==> config.mk <==
export PLATFORM = sky130hd
export DESIGN_NAME = fetch_queue
export DESIGN_NICKNAME = d
export VERILOG_FILES = /design/src/rtl/sys_defs.sv /design/src/rtl/fetch_queue.sv
export SDC_FILE = /design/constraint.sdc
export NUM_CORES = 1
export LEC_CHECK = 0
export ABC_AREA = 1
export BUFFER_PORTS_ARGS = -buffer_cell sky130_fd_sc_hd__buf_2
export CELL_PAD_IN_SITES_DETAIL_PLACEMENT = 1
export CELL_PAD_IN_SITES_GLOBAL_PLACEMENT = 2
export CORE_MARGIN = 10
export CORE_UTILIZATION = 30
export CTS_CLUSTER_DIAMETER = 100
export DETAILED_ROUTE_END_ITERATION = 8
export GPL_TIMING_DRIVEN = 1
export PLACE_DENSITY = 0.82
export REMOVE_ABC_BUFFERS = 1
export SLEW_MARGIN = 20
export SYNTH_ARGS = -nofsm -noshare
export SYNTH_HDL_FRONTEND = slang
export SYNTH_SLANG_ARGS = --single-unit
==> constraint.sdc <==
create_clock -name clock -period 5.05 [get_ports clock]
set_input_delay 0.505 -clock clock [delete_from_list [all_inputs] [get_ports clock]]
set_output_delay 0.505 -clock clock [all_outputs]
set_load 0.01 [all_outputs]
==> src/rtl/sys_defs.sv <==
// Shared front-end types: instruction word and the fetch-queue entry layout.
package sys_defs;

  localparam int FQ_DEPTH = 8;

  typedef logic [31:0] inst_t;

  typedef struct packed {
    inst_t       inst;
    logic [31:0] pc;
  } fq_entry_t;

endpackage

==> src/rtl/fetch_queue.sv <==
// 2-in/2-out fetch-to-decode queue; one-cycle latency, in_ready only when two entries are free by registered count.
// FETCH_QUEUE_BYPASS_EN: an empty queue forwards in_* straight to out_* and skips writing slots consumed that cycle.
module fetch_queue
  import sys_defs::*;
#(
  parameter int DEPTH = FQ_DEPTH
) (
  input  logic                           clock,
  input  logic                           reset,
  input  logic                           flush,
  input  logic [1:0]                     in_valid,
  input  inst_t [1:0]                    in_inst,
  input  logic [1:0][31:0]               in_pc,
  output logic                           in_ready,
  output logic [1:0]                     out_valid,
  output inst_t [1:0]                    out_inst,
  output logic [1:0][31:0]               out_pc,
  input  logic [1:0]                     deq_count,
  output logic [$clog2(DEPTH+1)-1:0]     count
);

  localparam int PW = $clog2(DEPTH);
  localparam int CW = $clog2(DEPTH+1);

  fq_entry_t         mem [DEPTH];
  logic [PW-1:0]     head;
  logic [PW-1:0]     tail;
  logic [CW-1:0]     count_q;
  logic [CW-1:0]     count_next;

  logic [1:0]        vld_in;
  logic [1:0]        enq_n;
  logic [1:0]        deq_req;
  logic [1:0]        deq_eff;
  logic [1:0]        skip_n;
  logic [1:0]        wr_n;
  fq_entry_t [1:0]   in_ent;
  fq_entry_t [1:0]   wr_ent;
  fq_entry_t [1:0]   rd_ent;
  logic [1:0]        rd_vld;

  // Slot 1 only counts when slot 0 is also valid, keeping the stream contiguous.
  assign vld_in  = {in_valid[1] & in_valid[0], in_valid[0]};
  assign enq_n   = {1'b0, vld_in[0]} + {1'b0, vld_in[1]};
  assign in_ready = (count_q <= CW'(DEPTH - 2));

  assign deq_req = (deq_count == 2'd3) ? 2'd2 : deq_count;
  assign deq_eff = (CW'(deq_req) > count_q) ? count_q[1:0] : deq_req;

  always_comb begin
    for (int i = 0; i < 2; i++) begin
      in_ent[i].inst = in_inst[i];
      in_ent[i].pc   = in_pc[i];
    end
  end

`ifdef FETCH_QUEUE_BYPASS_EN
  logic bypass;
  assign bypass = (count_q == '0) && !flush;
  assign skip_n = !bypass ? 2'd0 : ((deq_req < enq_n) ? deq_req : enq_n);
`else
  assign skip_n = 2'd0;
`endif

  assign wr_n = (in_ready && !flush) ? (enq_n - skip_n) : 2'd0;

  // With one bypassed slot, the surviving slot 1 lands at the tail.
  assign wr_ent[0] = skip_n[0] ? in_ent[1] : in_ent[0];
  assign wr_ent[1] = in_ent[1];

  assign count_next = count_q + CW'(wr_n) - CW'(deq_eff);

  always_ff @(posedge clock or posedge reset) begin
    if (reset) begin
      head    <= '0;
      tail    <= '0;
      count_q <= '0;
    end else if (flush) begin
      head    <= '0;
      tail    <= '0;
      count_q <= '0;
    end else begin
      head    <= head + PW'(deq_eff);
      tail    <= tail + PW'(wr_n);
      count_q <= count_next;
    end
  end

  always_ff @(posedge clock) begin
    for (int j = 0; j < 2; j++) begin
      if (2'(j) < wr_n) begin
        mem[tail + PW'(j)] <= wr_ent[j];
      end
    end
  end

  always_comb begin
    for (int i = 0; i < 2; i++) begin
      rd_ent[i] = mem[head + PW'(i)];
      rd_vld[i] = (count_q > CW'(i));
    end
  end

  always_comb begin
    out_valid = rd_vld;
    for (int i = 0; i < 2; i++) begin
      out_inst[i] = rd_vld[i] ? rd_ent[i].inst : '0;
      out_pc[i]   = rd_vld[i] ? rd_ent[i].pc   : '0;
    end
`ifdef FETCH_QUEUE_BYPASS_EN
    if (bypass) begin
      out_valid = vld_in;
      for (int i = 0; i < 2; i++) begin
        out_inst[i] = vld_in[i] ? in_inst[i] : '0;
        out_pc[i]   = vld_in[i] ? in_pc[i]   : '0;
      end
    end
`endif
  end

  assign count = count_q;

endmodule

# == After elaboration in Yosys (flattened, before gate mapping) ==
# Memory sizes are Yosys's and may differ from the RTL's.
# Cells that the tools add are included.
# totals
reg_bits,10
mem_bits_rw,512
inputBits,135
out_inout_bits,135
word_cells,35
n_memories,1
# mem_list
memory,words,word_bits,read_ports,rd_clocked_by_memory_dff,wr,line,source
mem,8,64,2,0,2,fetch_queue.sv:25,fq_entry_t mem [DEPTH];
# classes
addsub,7
magnitude_cmp,6
eq_ne,1
n_mux,14
n_bitwise,1
reduce_logical,2
# ops
op,n
$mux 32,4
$gt 4x1->1 const B,2
$add 3x1->3 const B,2
$add 3x2->3,2
$mux 2,3
$mux 3,2
$add 4x2->4,1
$gt 2x4->1,1
$le 4x3->1 const B,1
$lt 1x2->1 const A,2
$mux 1,4
$mux 4,1
$sub 4x2->4,1
$add 1x1->2,1
$eq 2x2->1 const B,1
$and 1x1->1,1
$logic_and 1x1->1,1
$logic_not 1->1,1

# == Logic depth before layout (Yosys ltp) ==
# depth
ltp_word,6
ltp_mapped,16

# == Least setup slack after synthesis ==
# Ideal clock, no wire load.
# synth_path
kind,register to register
startpoint,"register count_q[3], in the netlist count[3]"
endpoint,memory mem[7][0] in the netlist's numbering (enable)
setup_ns,0.424
t_arrival_ns,2.836
required_ns,4.626
path_slack_ns,1.791
stages_incl_launch_ff,11
synth_period_minus_slack_ns,3.259
cell_sequence,dfrtp_1 -> inv_1 -> ha_1 -> nand2_1 -> nand2_1 -> nand3_2 -> nor2_4 -> buf_6 -> nand2_2 -> clkbuf_1 -> nand2_1
# synth_lines
item,line,source
start: declaration,fetch_queue.sv:28,logic [CW-1:0] count_q;
start signal: assignment,fetch_queue.sv:85,count_q <= count_next;
end: declaration,fetch_queue.sv:25,

==> results.json <==
{
  "synth_ff_type": "edfxtp_1",
  "synth_enable_flop_cells": 512,
  "worstSetupStartpointType": "flop",
  "first_iter_violations": 2728,
  "rows": 126,
  "root_buffer": "clkbuf_16",
  "post-dp-hpwl_um": 91100,
  "grt_remaining_overflow": 0,
  "worstPathMaxFanout": 101,
  "finalWeightedCongestion": 0.783,
  "grt_setup_unrepaired": "false",
  "slowest_delay_ns": 0.88,
  "final_antenna_net_count": 0,
  "drv_cap": 0,
  "clk_pin_slew_ns": 0.06,
  "worst_slack_ns": 0.643,
  "finalCriticalPeriod_ns": 4.41,
  "syn_area_um2": 35700,
  "cts_sinks": 522,
  "critPathBufInv": 3,
  "synth.yosys.seq_area_share_pct": 43.7,
  "die_height_um": 365,
  "postCtsResizedCells": 0,
  "via_count": 34700,
  "finalMaxSlewViolations": 0,
  "worstPathCellList": "buf_4, buf_4, o21ai_0, o21ai_0, nor2_1, nor2_1, buf_2",
  "antenna_found_initial": 22,
  "synth_seq_cells": 522,
  "cts_tree": "yes",
  "drtPass1Iterations": 6,
  "synth.yosys.warnings": 0,
  "fmax_ghz": 0.227,
  "clk_latency_ns": 0.63,
  "final_common_cell": "nand2_1",
  "setup_viol": 0,
  "cp.required_ns": 4.55,
  "via_per_inst": 5.23,
  "seqCellArea_um2": 15600,
  "dpl_worst_slack_ns": 1.33,
  "synth.avg_cell_area_um2": 6.96,
  "multi_input_area_um2": 15800,
  "start_util_pct": 30.2,
  "grt_pass1_vias": 35800,
  "coreArea_um2": 118000,
  "total_leakage_power_nw": 18.5,
  "cp-end-kind": "output pin",
  "grtUsageTotal_pct": 22.4,
  "place_area_um2": 37200,
  "period_share_pct": 87.3,
  "wire_per_inst_um": 23.2,
  "clockBufferDepth": 3,
  "relSlewSlack_pct": 21.2,
  "design_area_um2": 39400,
  "cellPowerDensity_nw_per_um2": 550,
  "grt_max_degree": 192,
  "routed_wl_um": 154000,
  "worstSetupPathType": "reg -> out",
  "cts_buffers": 66,
  "holdWs_ns": 0.195,
  "outcome": "complete, no violations",
  "syn_to_final_growth_pct": 10.2,
  "cts.htree.levels": 3,
  "drc_errors": 0,
  "die_width_um": 365,
  "async_reset_ff_share_pct": 1.92,
  "irDropWorstVdd_v": 0.000558,
  "grt_pass1_wl_um": 229000,
  "min_path_type": "in -> reg",
  "cp.arrival_ns": 3.90,
  "hold_viol": 0,
  "layout.nets": 5184,
  "cp_top_family": "buffers and inverters",
  "die-area_um2": 133000,
  "portBuffers": 269,
  "final_cell_mix": "1,679 x nand2_1, 847 x nand3_1, 529 x nor2_1",
  "fill_cells": 14700,
  "skew_ns": 0.0146,
  "syn_inst": 5132,
  "ios": 270,
  "ys_types": 27,
  "worst_pin_slew_ns": 1.18,
  "slowest_stage": "buf_4",
  "power.total_mw": 21.6,
  "drive_gt1_share_pct": 9.13
}
==> what timing repair did <==
action	CTS	global route
hold buffers	1	0
hold endpoints to repair	10	0
buffers inserted	0	0
==> final timing paths <==
| path | from | depth (start not counted) | slack (ns) | end |
|---|---|---|---|---|
| setup / recovery | head[0]$_DFF_PP0_ | 7 | 0.64 | out_pc[22] |
| hold / removal | flush | 2 | 0.20 | head[1]$_DFF_PP0_ |
| setup reg to reg | count[3]$_DFF_PP0_ | 10 | 1.45 | mem[3][9]$_DFFE_PP_ |
| hold reg to reg | tail[2]$_DFF_PP0_ | 2 | 0.73 | tail[2]$_DFF_PP0_ |
| max in group asynchronous | reset | 3 | 4.08 | head[2]$_DFF_PP0_ |
| min in group asynchronous | reset | 3 | 0.50 | head[1]$_DFF_PP0_ |
==> synth_stat cells (9+ instances only) <==
master / count / area share, %
a21oi_1: 130 / 1.8
buf_1: 17 / 0.18
buf_2: 296 / 4.1
buf_4: 9 / 0.19
buf_6: 60 / 1.9
clkbuf_1: 125 / 1.3
dfrtp_1: 10 / 0.70
edfxtp_1: 512 / 43
ha_1: 13 / 0.46
inv_1: 474 / 5.0
nand2_1: 1694 / 18
nand3_1: 848 / 12
nor2_1: 537 / 5.6
o21ai_0: 297 / 4.2
o21ai_1: 90 / 1.3
==> through the flow <==
step | utilization, % | TNS, ns | std cells
global route | 33.3 | 0 | 6624
global placement | 31.5 | 0 | 6498
floorplan | - | -7813.46 | 4622
detailed placement | 31.5 | 0 | 6499
finish | 33.3 | 0 | 6627
CTS | 33.3 | 0 | 6620
==> registers in the layout (all words and copies together), names as in the netlist <==
| signal | cells |
|---|---|
| mem | 512 |
| count | 4 |
| head | 3 |
| tail | 3 |
==> routing by layer <==
layer / track usage [%] / up-vias / share of wire (%)
met2: 38.7 / 915 / 49
li1: - / 16200 / -
met1: 28.1 / 17300 / 43
met4: 7.11 / 26 / 2.6
met3: 4.21 / 257 / 5.8
met5: 0 / - / 0.11
==> final cells by class <==
type	instances	share of cell area, %
antenna	7	0.0445
sequential	522	39.7
inverter	477	4.58
timing repair buffer	342	5.28
tap	1536	4.88
multi-input combinational	3623	40.1
clock buffer	87	4.66
clock inverter	33	0.753
==> power breakdown <==
group	switching [mW]	leakage, nW	internal [mW]	total, mW
Combinational	8.44	12.7	3.19	11.6
Clock	2.02	1.03	2.86	4.88
Sequential	0.168	4.76	4.97	5.14
Total	10.6	18.5	11.0	21.6
==> cell families (layout without fill, tap and decap cells) <==
group                      Yosys count  after routing  synth area share, %
other                                0              7                    0
adders and majority gates           17             17                0.679
AOI/OAI and AO/OA                  518            518                 7.26
xor gates and xnor gates             5              5                0.165
DFF                                522            522                 43.7
buffers and inverters              987            939                 12.8
and+or+nand+nor                   3083           3083                 35.4
(Power assumes the default switching activity.)
